**config.mk**
```make
export PLATFORM = sky130hd
export DESIGN_NAME = bp_update_queue
export DESIGN_NICKNAME = d
export VERILOG_FILES = /design/src/rtl/bp_update_queue.sv
export SDC_FILE = /design/constraint.sdc
export NUM_CORES = 1
export LEC_CHECK = 0
export ABC_AREA = 0
export ABC_CLOCK_PERIOD_IN_PS = 5900
export BUFFER_PORTS_ARGS = -buffer_cell sky130_fd_sc_hd__clkbuf_2
export CORE_ASPECT_RATIO = 0.6
export CORE_MARGIN = 2
export CORE_UTILIZATION = 60
export CTS_CLUSTER_SIZE = 16
export DETAILED_ROUTE_END_ITERATION = 16
export PLACE_DENSITY_LB_ADDON = 0.2
export SLEW_MARGIN = 20
export SYNTH_ARGS = -nofsm -noshare
export SYNTH_HDL_FRONTEND = slang
export SYNTH_SLANG_ARGS = --single-unit
```
**constraint.sdc**
```tcl
create_clock -name clk -period 5.9 [get_ports clk]
set_input_delay 0.295 -clock clk [delete_from_list [all_inputs] [get_ports clk]]
set_output_delay 0.295 -clock clk [all_outputs]
set_load 0.01 [all_outputs]
```
**src/rtl/bp_update_queue.sv**
```systemverilog
// In-order queue of resolved branch outcomes from both issue slots, drained one per cycle into the predictor's update port.
// Optional performance counters are built when BPU_PERF_CNT_EN is defined.
module bp_update_queue #(
  parameter int DEPTH = 8,
  parameter int PC_W  = 32
) (
  input  logic            clk,
  input  logic            rst,
  input  logic            stallE,
  input  logic            branch1E,
  input  logic            branch2E,
  input  logic [PC_W-1:0] pcE,
  input  logic [PC_W-1:0] PcPlus4E,
  input  logic            actual_take1E,
  input  logic            actual_take2E,
  input  logic            pred_take1E,
  input  logic            pred_take2E,
  output logic            upd_valid,
  input  logic            upd_ready,
  output logic [PC_W-1:0] upd_pc,
  output logic            upd_take,
  output logic            queue_full,
  output logic            drop_flag,
  output logic [31:0]     branch_cnt,
  output logic [31:0]     mispred_cnt
);

  localparam int AW = $clog2(DEPTH);
  localparam int CW = AW + 1;
  localparam logic [CW-1:0] DEPTH_C = CW'(DEPTH);

  typedef logic [PC_W:0] entry_t;

  entry_t          mem_q [DEPTH];
  entry_t          mem_d [DEPTH];
  logic [AW-1:0]   wr_ptr_q, wr_ptr_d;
  logic [AW-1:0]   rd_ptr_q, rd_ptr_d;
  logic [CW-1:0]   count_q, count_d;
  logic            drop_q, drop_d;

  logic            deq;
  logic            req1, req2;
  logic [1:0]      n_req, n_enq;
  logic [CW-1:0]   free;
  logic            drop;
  entry_t          first_entry, second_entry;

  always_comb begin
    deq   = (count_q != '0) & upd_ready;
    req1  = branch1E & ~stallE;
    req2  = branch2E & ~stallE;
    n_req = {1'b0, req1} + {1'b0, req2};
    // A slot released by this cycle's dequeue is reusable for this cycle's enqueue.
    free  = DEPTH_C - count_q + CW'(deq);

    drop = (CW'(n_req) > free);
    if (!drop)              n_enq = n_req;
    else if (free != '0)    n_enq = 2'd1;
    else                    n_enq = 2'd0;

    // The oldest requesting slot always takes the first free position.
    first_entry  = req1 ? {pcE, actual_take1E} : {PcPlus4E, actual_take2E};
    second_entry = {PcPlus4E, actual_take2E};

    mem_d = mem_q;
    if (n_enq != 2'd0) mem_d[wr_ptr_q] = first_entry;
    if (n_enq == 2'd2) mem_d[wr_ptr_q + AW'(1)] = second_entry;

    wr_ptr_d = wr_ptr_q + AW'(n_enq);
    rd_ptr_d = rd_ptr_q + AW'(deq);
    count_d  = count_q + CW'(n_enq) - CW'(deq);
    drop_d   = drop_q | drop;
  end

  always_ff @(posedge clk) begin
    if (!rst) begin
      wr_ptr_q <= '0;
      rd_ptr_q <= '0;
      count_q  <= '0;
      drop_q   <= 1'b0;
    end else begin
      wr_ptr_q <= wr_ptr_d;
      rd_ptr_q <= rd_ptr_d;
      count_q  <= count_d;
      drop_q   <= drop_d;
    end
  end

  // Storage carries no reset; validity is tracked entirely by count_q.
  always_ff @(posedge clk) begin
    mem_q <= mem_d;
  end

  assign upd_valid             = (count_q != '0);
  assign {upd_pc, upd_take}    = mem_q[rd_ptr_q];
  assign queue_full            = (count_q >= DEPTH_C - CW'(1));
  assign drop_flag             = drop_q;

`ifdef BPU_PERF_CNT_EN
  logic [31:0] branch_cnt_q, branch_cnt_d;
  logic [31:0] mispred_cnt_q, mispred_cnt_d;
  logic        mis1, mis2;

  always_comb begin
    mis1          = req1 & (actual_take1E != pred_take1E);
    mis2          = req2 & (actual_take2E != pred_take2E);
    branch_cnt_d  = branch_cnt_q + 32'(n_req);
    mispred_cnt_d = mispred_cnt_q + 32'(mis1) + 32'(mis2);
  end

  always_ff @(posedge clk) begin
    if (!rst) begin
      branch_cnt_q  <= '0;
      mispred_cnt_q <= '0;
    end else begin
      branch_cnt_q  <= branch_cnt_d;
      mispred_cnt_q <= mispred_cnt_d;
    end
  end

  assign branch_cnt  = branch_cnt_q;
  assign mispred_cnt = mispred_cnt_q;
`else
  logic unused_pred;
  assign unused_pred = ^{pred_take1E, pred_take2E};
  assign branch_cnt  = '0;
  assign mispred_cnt = '0;
`endif

endmodule

```
Yosys cells after proc, flatten, opt, wreduce, memory -nomap -nowiden:

Index checks and enable logic that the tools add are counted.

* register bits after elaboration: 275
* output and inout port bits: 100
* logic and storage cells: 55

* add/sub/neg operators: 8
* $lt $le $gt $ge: 7
* eq/ne operators: 1
* muxes and demuxes: 14
* bitwise gates (word level): 8
* reduce and logical (&&, ||, !) cells: 5

Operators by type and width (count)
* 264-bit bitwise mux: 2
* 264-bit two-way mux: 2
* 33-bit demux with 3-bit select: 2
* 33-bit two-way mux: 5
* 33-bit binary-select mux with 3-bit select: 1
* 4-bit greater-or-equal comparator (second input constant): 3
* 3-bit NOT with 4-bit output: 3
* 4-bit by 1-bit less-than comparator with 1-bit output (second input constant): 2
* 4-bit nonzero test: 2
* 4-bit by 1-bit adder with 4-bit output: 1
* 4-bit by 2-bit adder with 4-bit output: 1
* 4-bit by 3-bit greater-or-equal comparator with 1-bit output (second input constant): 1
* 2-bit by 4-bit greater-than comparator with 1-bit output: 1
* 4-bit by 1-bit subtractor with 4-bit output: 1
* 4-bit subtractor (first input constant): 1
* 3-bit by 1-bit adder with 3-bit output: 1
* 3-bit by 1-bit adder with 3-bit output (second input constant): 1
* 3-bit by 2-bit adder with 3-bit output: 1
* 1-bit bitwise AND: 3
* 1-bit by 1-bit adder with 2-bit output: 1
* 2-bit == test (second input constant): 1
* 1-bit logical AND: 2
* 2-bit two-way mux: 1
* 2-bit nonzero test: 1
* 3 further kinds: 3

Logic depth before layout (Yosys ltp):

* depth after elaboration: 10
* mapped depth: 21
* mapped depth without buffers: 20

Worst setup path after synthesis:

No wires, ideal clock.

* kind: register -> register
* start: register count_q[2]
* end: register count_q[2]
* data arrival time: 3.643 ns
* required time: 5.785 ns
* setup slack: 2.142 ns
* stages on the path, launching flop included: 22
* cells stage by stage: dfxtp_1 -> inv_1 -> ha_1 -> nand2_1 -> nand2_1 -> ha_1 -> inv_1 -> ha_1 -> inv_1 -> ha_1 -> nor2b_1 -> o211a_1 -> buf_4 -> and2_1 -> o22ai_1 -> ha_1 -> inv_1 -> ha_1 -> inv_1 -> fa_1 -> xnor2_1 -> and2_1

* cells in the longest elaborated chain, start to end: 8

Ends and longest elaborated chain
* start: declaration: line 38 `logic [CW-1:0] count_q, count_d;`
* start signal: assignment: line 84 `count_q <= count_d;`
* 4-bit nonzero test *
* net upd_valid: line 18 `output logic upd_valid,`
* 1-bit bitwise AND *: line 49 `deq = (count_q != '0) & upd_ready;`
* branches (longest 5 deep; another with 4-bit by 1-bit adder with 4-bit output)
* 4-bit by 1-bit subtractor with 4-bit output *: line 71 `count_d = count_q + CW'(n_enq) - CW'(deq);`

Mark *: on every way through the listed nets, which the timed path passes.
A chain may end at the register's enable or synchronous reset.

Worst setup path in the final report:

* start: register count_q[3]
* end: register count_q[2]

* cells in the longest elaborated chain, start to end: 8

Ends and longest elaborated chain (line)
* branches (longest 7 deep; another with 4-bit subtractor)
* 4-bit by 1-bit subtractor with 4-bit output *: 71

Every way passes the cells marked *.

==> reports/qor.tcl <==
set qor(slowest_cp_cell) {sky130_fd_sc_hd__o211a_1}
set qor(post_cts_hold_buffer_count) 0
set qor(max_slew.worst_pin.slew_ns) 1.20
set qor(finalMaxSlewViolations) 0
set qor(yosys_register_bits) 275
set qor(placeableCoreArea_um2) 25600
set qor(cts-buffers-inserted) 26
set qor(whs_path_depth) 2
set qor(synth-xor-area-share_pct) 0.499
set qor(placement_rows) 45
set qor(antenna_found_initial) 0
set qor(cp_common_cell) {sky130_fd_sc_hd__ha_1}
set qor(clock_insertion_delay_worst_skew_ns) 0.56
set qor(grt_total_usage_pct) 37.0
set qor(firstDrtPassIters) 6
set qor(fillers) 2091
set qor(worst_skew_ns) 0.0136
set qor(total_leakage_power_uw) 0.00585
set qor(synth_compound_area_share_pct) 22.9
set qor(fin_crit_ns) 4.50
set qor(slew_headroom_pct) 19.7
set qor(crit_path_max_delay_family) {adder cells}
set qor(placed_cells) 2147
set qor(hold_viol_final) 0
set qor(worst_path_largest_cell_delay_ns) 0.77
set qor(cts_root_buffer) {sky130_fd_sc_hd__clkbuf_16}
set qor(reg2reg_slack_ns) 1.40
set qor(rsz0062_at_grt) {false}
set qor(n_antenna_cell) 0
set qor(post_synth_instance_area_um2) 15800
set qor(grt-ovfl-total) 0
set qor(initial_core_utilization_pct) 61.8
set qor(timing.critical_path.fanout_max) 11
set qor(final_common_cell) {sky130_fd_sc_hd__nand2_1}
set qor(combinational_family_with_the_most_area_after_synthesis) {compound AO/OA/AOI/OAI gates}
set qor(postCtsResizedCells) 0
set qor(pin_count) 174
set qor(use_met3_pct) 8.04
set qor(reg2reg_depth) 20
set qor(layout.nets) 1915
set qor(yosys_warnings) 0
set qor(maxCapViolations) 0
set qor(grt_pass1_vias) 13900
set qor(hpwlAfterDp_um) 29200
set qor(criticalPathCategory) {flop to flop}
set qor(post_synth_fa_ha_maj_area_fraction_pct) 1.52
set qor(crit_arrival_ns) 4.94
set qor(clockBufferDepth) 3
set qor(synthSimpleGateAreaFrac_pct) 16.0
set qor(drc) 0
set qor(gr_busiest_metal) {met1}
set qor(unique_cell_type_count_in_the_yosys_netlist) 40
set qor(power.density_nw_per_um2) 568
set qor(die_h_um) 130
set qor(gpl.final_weighted_congestion) 0.819
set qor(worst-path-stages) 20
set qor(setup.worst_path.end_class) {flop}
set qor(post_synth.cell_area_avg_um2) 8.46
set qor(grt_util_met1_pct) 54.6
set qor(totalNegativeSetupSlack_ns) 0
set qor(synth-seq-area-share_pct) 34.8
set qor(routed-via-count) 14900
set qor(status) {complete, no violations}
set qor(postSynthCellCount) 1867
set qor(drtAntennaViolNets) 0
set qor(routed_via_density) 6.82
set qor(buffer_ports.inserted) 107
set qor(finalSetupViolations) 0
set qor(ctsHtreeMaxLevel) 1
set qor(worst-path-buf-inv) 5
set qor(die_x_um) 214
set qor(fp.dieArea_um2) 27700
set qor(crit_required_ns) 6.35
set qor(finish.cell_count_without_fillers) 2191
set qor(cts_num_sinks) 275
set qor(grt_util_met2_pct) 54.2
set qor(detailedRoute.firstIterationViolations) 2286
set qor(critical_path_launch_point_type) {flop}
set qor(grt_first_pass_wirelength_um) 79900
set qor(area_growth_syn_to_layout_pct) 8.01
set qor(max_freq_mhz) 222
set qor(ir_worst_vdd_uv) 732
set qor(crit_path_cell_trace) {inv_1 > ha_1 > nand2_1 > nand2_1 > ha_1 > inv_1 > ha_1 > inv_1 > ha_1 > nor2b_1 > o211a_1 > and2_1 > o22ai_1 > ha_1 > inv_1 > ha_1 > inv_1 > fa_1 > xnor2_1 > and2_1}
set qor(drive_above_1_share_pct) 17.5
set qor(worstHoldPathType) {primary input to flop}
set qor(setup_repair_bufs_after_cts) 0
set qor(maximum_number_of_pins_on_one_net_before_global_route_repair) 68
set qor(finalCritPeriodShare_pct) 76.2
set qor(clock_transition_time_at_the_flip_flop_clock_pins_of_the_worst_setup_and_hold_paths_ns) 0.06
set qor(synthMuxAreaShare_pct) 14.1
set qor(layout_common_cells) {sky130_fd_sc_hd__nand2_1, sky130_fd_sc_hd__dfxtp_1, sky130_fd_sc_hd__nor3_1}
set qor(wl_per_cell_um) 23.7
set qor(cts_tree) {built}
set qor(drt_wl_total_um) 51900
[stage by stage]
step,area [um2],util [%],hold slack (ns),worst slack (ns),power (uW)
after floorplan,16000,-,0.423,2.14,6370
after global placement,16100,63.2,0.451,1.50,7610
after detailed placement,16200,63.2,0.460,1.40,7770
after CTS,17100,66.7,0.0671,1.39,9580
after global routing,17100,66.8,0.0966,1.05,10200
final,17100,66.8,0.0639,1.40,9700
[Yosys cell counts]
| cell type | count | area [um2] |
|---|---|---|
| sky130_fd_sc_hd__nor2b_1 | 8 | 50.1 |
| sky130_fd_sc_hd__a21oi_1 | 265 | 1330 |
| sky130_fd_sc_hd__nor3_1 | 266 | 1330 |
| sky130_fd_sc_hd__clkbuf_1 | 43 | 161 |
| sky130_fd_sc_hd__xnor2_1 | 5 | 43.8 |
| sky130_fd_sc_hd__buf_6 | 4 | 45.0 |
| sky130_fd_sc_hd__buf_1 | 36 | 135 |
| sky130_fd_sc_hd__xor2_1 | 4 | 35.0 |
| sky130_fd_sc_hd__nand2_1 | 275 | 1030 |
| sky130_fd_sc_hd__nor3b_1 | 1 | 7.51 |
| sky130_fd_sc_hd__nand3_1 | 1 | 5.00 |
| sky130_fd_sc_hd__a21oi_2 | 2 | 17.5 |
| sky130_fd_sc_hd__o21ai_1 | 5 | 25.0 |
| sky130_fd_sc_hd__mux4_2 | 66 | 1490 |
| sky130_fd_sc_hd__a211oi_4 | 1 | 20.0 |
| sky130_fd_sc_hd__ha_1 | 16 | 200 |
| sky130_fd_sc_hd__conb_1 | 1 | 3.75 |
| sky130_fd_sc_hd__o22ai_1 | 1 | 6.26 |
| sky130_fd_sc_hd__nor2_1 | 2 | 7.51 |
| sky130_fd_sc_hd__mux2_1 | 32 | 360 |
| sky130_fd_sc_hd__and3b_1 | 1 | 8.76 |
| sky130_fd_sc_hd__o211a_1 | 1 | 10.0 |
| sky130_fd_sc_hd__a21o_1 | 3 | 22.5 |
| sky130_fd_sc_hd__fa_1 | 2 | 40.0 |
| sky130_fd_sc_hd__o21a_1 | 1 | 7.51 |
| sky130_fd_sc_hd__buf_4 | 66 | 495 |
| sky130_fd_sc_hd__and2_1 | 11 | 68.8 |
| sky130_fd_sc_hd__inv_1 | 17 | 63.8 |
| sky130_fd_sc_hd__a21boi_2 | 5 | 56.3 |
| sky130_fd_sc_hd__o2111a_1 | 1 | 11.3 |
| sky130_fd_sc_hd__a211oi_2 | 9 | 113 |
| sky130_fd_sc_hd__o2111ai_1 | 1 | 8.76 |
| sky130_fd_sc_hd__nand2b_1 | 1 | 6.26 |
| sky130_fd_sc_hd__dfxtp_1 | 275 | 5510 |
| sky130_fd_sc_hd__buf_2 | 138 | 691 |
| sky130_fd_sc_hd__o31ai_1 | 264 | 1980 |
| sky130_fd_sc_hd__a211o_1 | 1 | 8.76 |
| sky130_fd_sc_hd__nor3_2 | 1 | 10.0 |
| sky130_fd_sc_hd__a211o_2 | 1 | 10.0 |
| sky130_fd_sc_hd__mux2_2 | 34 | 383 |
[state kept, by name, indices dropped and copies added, names as in the netlist]
name	flops
wr_ptr_q	3
rd_ptr_q	3
mem_q	264
count_q	4
drop_flag	1
[where the power goes]
group,internal (uW),leakage (uW),total [uW],switching [uW]
Sequential,2750,0.00231,3300,553
Combinational,1890,0.00310,4570,2680
Clock,1060,0.000442,1820,756
Total,5700,0.00585,9700,3990
[logic make-up after synthesis]
| logic type | count (synthesis) |
|---|---|
| simple gates | 567 |
| compound gates | 561 |
| buf+inv | 304 |
| flops | 275 |
| mux | 132 |
| fa+ha+maj | 18 |
| xor+xnor | 9 |
| other cells | 1 |
[per-layer routing]
layer,up-vias,routed length [um]
met4,0,1330
li1,6603,-
met2,1070,22000
met1,7135,21700
met3,135,6780
met5,-,0
[worst paths after layout]
| path | end | from |
|---|---|---|
| worst max-delay path | count_q[2] | count_q[3] |
| worst min-delay path | drop_flag | rst |
| worst max register to register | count_q[2] | count_q[3] |
| worst min register to register | drop_flag | drop_flag |
[area by class of cell]
cell class / instances / area [um2] / area share (%)
Timing Repair Buffer: 152 / 1000 / 5.87
Inverter: 17 / 63.8 / 0.374
Multi-Input combinational cell: 1351 / 9150 / 53.6
Clock inverter: 4 / 95.1 / 0.557
Tap cell: 352 / 440 / 2.58
Sequential cell: 275 / 5510 / 32.3
Clock buffer: 40 / 805 / 4.71
Note: power is estimated with default switching activity, not from simulation.
